## src/rtl/mem_responder_if.sv

```systemverilog
// Request/response bus between a control FSM (master) and the memory responder (slave).
interface mem_responder_if;
    logic        req;
    logic        we;
    logic [7:0]  addr;
    logic [15:0] wdata;
    logic        ack;
    logic [15:0] rdata;
    logic        err;
    logic        busy;

    modport master (output req, we, addr, wdata, input ack, rdata, err, busy);
    modport slave  (input req, we, addr, wdata, output ack, rdata, err, busy);
endinterface

```

## src/rtl/mem_responder.sv

```systemverilog
// Single-port 16-bit memory responder with a fixed WAIT-cycle latency per transfer.
// Out-of-range addresses (>= DEPTH) complete normally but report err with zero read data.
module mem_responder #(
    parameter int unsigned DEPTH = 200,
    parameter int unsigned WAIT  = 2
) (
    input logic           clk,
    input logic           rst,
    mem_responder_if.slave bus
);

    typedef enum logic [1:0] {IDLE, WAITING, RESP} state_t;

    localparam logic [3:0] CNT_INIT = (WAIT == 0) ? 4'd0 : 4'(WAIT - 1);

    state_t      state, state_d;
    logic [3:0]  cnt, cnt_d;
    logic        we_q;
    logic [7:0]  addr_q;
    logic [15:0] wdata_q;
    logic [15:0] rdata_q;
    logic        err_q;

    logic        access;
    logic        acc_we;
    logic [7:0]  acc_addr;
    logic [15:0] acc_wdata;
    logic        in_range;

    logic [15:0] mem [DEPTH];

    // Zero-wait transfers access straight from the bus at the accepting edge
    always_comb begin
        acc_we    = (state == IDLE) ? bus.we    : we_q;
        acc_addr  = (state == IDLE) ? bus.addr  : addr_q;
        acc_wdata = (state == IDLE) ? bus.wdata : wdata_q;
        in_range  = 32'(acc_addr) < DEPTH;
    end

    always_comb begin
        state_d = state;
        cnt_d   = cnt;
        access  = 1'b0;
        case (state)
            IDLE: begin
                if (bus.req) begin
                    if (WAIT == 0) begin
                        access  = 1'b1;
                        state_d = RESP;
                    end else begin
                        state_d = WAITING;
                        cnt_d   = CNT_INIT;
                    end
                end
            end
            WAITING: begin
                if (cnt == 4'd0) begin
                    access  = 1'b1;
                    state_d = RESP;
                end else begin
                    cnt_d = cnt - 4'd1;
                end
            end
            RESP:    state_d = IDLE;
            default: state_d = IDLE;
        endcase
    end

    always_ff @(posedge clk) begin
        if (rst) begin
            state   <= IDLE;
            cnt     <= '0;
            we_q    <= 1'b0;
            addr_q  <= '0;
            wdata_q <= '0;
            rdata_q <= '0;
            err_q   <= 1'b0;
        end else begin
            state <= state_d;
            cnt   <= cnt_d;
            if (state == IDLE && bus.req) begin
                we_q    <= bus.we;
                addr_q  <= bus.addr;
                wdata_q <= bus.wdata;
            end
            if (access) begin
                err_q <= !in_range;
                if (!in_range)
                    rdata_q <= '0;
                else if (!acc_we)
                    rdata_q <= mem[acc_addr];
            end
        end
    end

    // Memory has no reset; a reset edge suppresses any pending write
    always_ff @(posedge clk) begin
        if (!rst && access && acc_we && in_range)
            mem[acc_addr] <= acc_wdata;
    end

    always_comb begin
        bus.ack   = (state == RESP);
        bus.busy  = (state != IDLE);
        bus.err   = (state == RESP) && err_q;
        bus.rdata = rdata_q;
    end

endmodule

```

## src/flat_wrapper.sv

```systemverilog
// flat-port wrapper written by rule: the top's interface ports become plain ports
module mem_responder_flat 
#(
    parameter int unsigned DEPTH = 200,
    parameter int unsigned WAIT  = 2
)
  (clk, rst, bus_req, bus_we, bus_addr, bus_wdata, bus_ack, bus_rdata, bus_err, bus_busy);
  mem_responder_if bus_i ();
  input logic clk;
  input logic rst;
  input wire logic [$bits(bus_i.req)-1:0] bus_req;
  input wire logic [$bits(bus_i.we)-1:0] bus_we;
  input wire logic [$bits(bus_i.addr)-1:0] bus_addr;
  input wire logic [$bits(bus_i.wdata)-1:0] bus_wdata;
  output wire logic [$bits(bus_i.ack)-1:0] bus_ack;
  output wire logic [$bits(bus_i.rdata)-1:0] bus_rdata;
  output wire logic [$bits(bus_i.err)-1:0] bus_err;
  output wire logic [$bits(bus_i.busy)-1:0] bus_busy;
  assign bus_i.req = bus_req;
  assign bus_i.we = bus_we;
  assign bus_i.addr = bus_addr;
  assign bus_i.wdata = bus_wdata;
  assign bus_ack = bus_i.ack;
  assign bus_rdata = bus_i.rdata;
  assign bus_err = bus_i.err;
  assign bus_busy = bus_i.busy;
  mem_responder #(.DEPTH(DEPTH), .WAIT(WAIT)) u_core (.clk(clk), .rst(rst), .bus(bus_i));
endmodule
```

## config.mk

```make
export PLATFORM = sky130hd
export DESIGN_NAME = mem_responder_flat
export DESIGN_NICKNAME = d
export VERILOG_FILES = /design/src/rtl/mem_responder_if.sv /design/src/rtl/mem_responder.sv /design/src/flat_wrapper.sv
export SDC_FILE = /design/constraint.sdc
export NUM_CORES = 2
export LEC_CHECK = 0
export BUFFER_PORTS_ARGS = -buffer_cell sky130_fd_sc_hd__buf_2
export CAP_MARGIN = 5
export CORE_ASPECT_RATIO = 0.7
export CORE_MARGIN = 3
export CORE_UTILIZATION = 45
export CTS_CLUSTER_DIAMETER = 150
export CTS_CLUSTER_SIZE = 16
export DETAILED_ROUTE_END_ITERATION = 8
export GPL_TIMING_DRIVEN = 1
export PLACE_DENSITY = 0.58
export SLEW_MARGIN = 30
export SYNTH_ARGS = -nofsm -noshare
export SYNTH_HDL_FRONTEND = slang
export SYNTH_SLANG_ARGS = --single-unit
```

## constraint.sdc

```tcl
create_clock -name clk -period 8.5 [get_ports clk]
set_input_delay 0 -clock clk [delete_from_list [all_inputs] [get_ports clk]]
set_output_delay 0 -clock clk [all_outputs]
set_load 0.005 [all_outputs]
```

==> flow_summary.toml <==
[sta]
slew_headroom = 0.283
hold_viol = 0
worstMarginPinSlew_ps = 1060
setup_viol = 0
finalSetupTns_ps = 0
finClkSkew_ps = 78.9
layout_worst_path_cycle_share = 0.668
report.final.slew_viol_count = 0
fin_crit_ps = 5680
rsz0062_at_grt = "false"
max_freq_mhz = 176

[global_route]
grt_max_degree = 183
grt-ovfl-total = 0
antenna_found_initial = 16
grt_pass1_wl_mm = 497
grt_pass1_vias = 65767
track_usage = 0.257

[power_and_ir_drop]
p_leak_nw = 39.4
power.density_mw_per_mm2 = 237
peakVddDrop_mv = 0.207
finalPower_w = 0.0308

[setup_path]
crit_type = "register to register"
arrival_ps = 6390
worst_ep_required_time_ps = 9200
r2r-start = "u_core.state[1]$_SDFFE_PP0P_"
rr_worst_depth = 11
worstPathMaxFanout = 40
worstSetupStartpoint = "u_core.state[1]$_SDFFE_PP0P_"
endpoint_kind = "register"
worst_setup_path_start_kind = "register"

[yosys]
synthTopCellsByArea = "edfxtp_1 (82%), o22ai_1 (8.5%), o21ai_0 (3.1%)"
seq_area_frac_synth = 0.826
yosysTopAreaCell = "edfxtp_1"
synthArstFlopShare = 0
synth_nets = 7004
yosys_warnings = 0
synth_ff_type = "edfxtp_1"
syn_area_per_cell_um2 = 16.8
postSynthCellCount = 6975
synth_top_area_frac = 0.818
synth-edff-count = 3200
synth.cell_area_mm2 = 0.118
synth-seq-cells = 3248
ys_types = 44

[cells_and_area]
layout.nets = 7199
final_common_cell = "edfxtp_1"
post-route-util = 0.503
nFillCells = 21100
final_cell_mix = "edfxtp_1 (3,200), o22ai_1 (1,600), o21ai_0 (732)"
multi_input_area_mm2 = 0.0187
area_growth_pct = 10.8
drive_gt1_frac = 0.0992
seqCellArea_mm2 = 0.0971

[floorplanning]
row_count = 156
core_mm2 = 0.259
dieWidth_um = 617
die-height_um = 434
ios = 47
die-area_mm2 = 0.267
start_util = 0.454

[detailed_routing]
routed_wl_mm = 354
drtIter0Drc = 11252
drt-vias-per-instance = 6.51
drc_errors = 0
post_drt_wl_per_cell_um = 33.0
drt.antenna.violating_nets = 0
via_count = 69643
first_pass_iters = 6

[clock_network]
cts_tree = "built"
cts.sinks = 3248
cts-root-buf = "clkbuf_16"
clock_path_buffers = 4
clk_pin_slew_ps = 80
clk_latency_ps = 930
cts.htree.levels = 4
cts_resized = 0
cts_buffers = 228
post_cts_buffers = 0

[run]
maxCapViolCount = 0

[worst_hold_path]
whs_path_depth = 4
hp-start = "bus_wdata[0]"
hp-class = "primary input to register"

[placed_design]
routabilityCongestion = 0.871
io_buffers = 46
hpwl_mm = 200

[run_status]
status = "finished clean"
## timing repair
action	4_1_cts	5_1_grt
endpoints found under the setup margin	0	0
hold buffers	86	0
hold endpoints to repair	372	0
## registers in the layout, indices dropped and copies added (netlist names)
register / cells
u_core.addr_q: 8
u_core.mem: 3200
u_core.state: 2
u_core.err_q: 1
u_core.we_q: 1
u_core.cnt: 4
u_core.bus.rdata: 16
u_core.wdata_q: 16
## synthesized netlist by cell type, drive strengths merged, types with 5 or more instances
library cell	number
a21oi	75
o31ai	17
dfxtp	48
and3	8
o41ai	16
a31oi	8
edfxtp	3200
nand2	145
nand4	192
nand3	5
nor2	311
inv	7
clkbuf	219
o21ai	770
mux2	5
nor3	44
mux2i	6
buf	271
o22ai	1600
## power breakdown
group	leakage, nW	switching, W	internal, W
registers	29.3	0.0000246	0.0179
logic	7.11	0.00221	0.000613
clock network	2.94	0.00514	0.00489
total	39.4	0.00738	0.0235
## routing by layer
| layer | share of wire | track usage | up-vias |
|---|---|---|---|
| met5 | 0.000079 | 0 | - |
| met4 | 0.031 | 0.0734 | 4 |
| met3 | 0.12 | 0.0647 | 495 |
| met2 | 0.43 | 0.366 | 4194 |
| met1 | 0.42 | 0.392 | 35962 |
| li1 | - | - | 28988 |
## through the flow
stage               worst slack, ps  instance area (µm²)  instances  hold WS [ps]
global placement               3160               123000      10325           257
floorplan                      4070               118000       6975           136
CTS                            3040               130000      10701           223
finish                         2820               130000      10705           297
detailed placement             3070               123000      10328           263
global route                   2760               130000      10703           313
## cells by family (layout without fill, tap and decap cells)
group,count (synthesis),after routing,share of synthesized area
AO/OA/AOI/OAI,2491,2491,0.126
adder cells (fa/ha/maj),1,1,0.000106
buffers and inverters,497,749,0.0185
AND/OR/NAND/NOR,725,725,0.0286
other,0,2,0
XOR/XNOR,2,2,0.000149
flip-flops,3248,3248,0.826
multiplexers,11,11,0.000990
## area by class of cell
| cell class | count | area share |
|---|---|---|
| well taps | 3476 | 0.0334 |
| repair buffers | 455 | 0.0304 |
| diodes | 2 | 0.0000384 |
| flip-flops and latches | 3248 | 0.745 |
| clock buffers | 283 | 0.0461 |
| inverters | 7 | 0.000202 |
| clock inverters | 4 | 0.000413 |
| multi-input cells | 3230 | 0.144 |
## worst paths after layout
kind / slack [ps] / end
worst min register to register: 540 / u_core.cnt[0]$_SDFFE_PP0P_
worst min-delay path: 300 / u_core.mem[122][0]$_DFFE_PP_
worst max register to register: 2820 / u_core.bus.rdata[10]$_SDFFE_PP0P_
worst max-delay path: 2820 / u_core.bus.rdata[10]$_SDFFE_PP0P_
## critical path: stages (launching register included)
cell and delay, ps:
dfxtp_1 440, nor2_4 140, buf_4 460, inv_2 500, o21ai_1 680, and3_2 480, buf_4 630, o21ai_0 600
nand4_1 330, nor2_1 120, a21oi_1 840, o41ai_2 180
(Power assumes the default switching activity.)
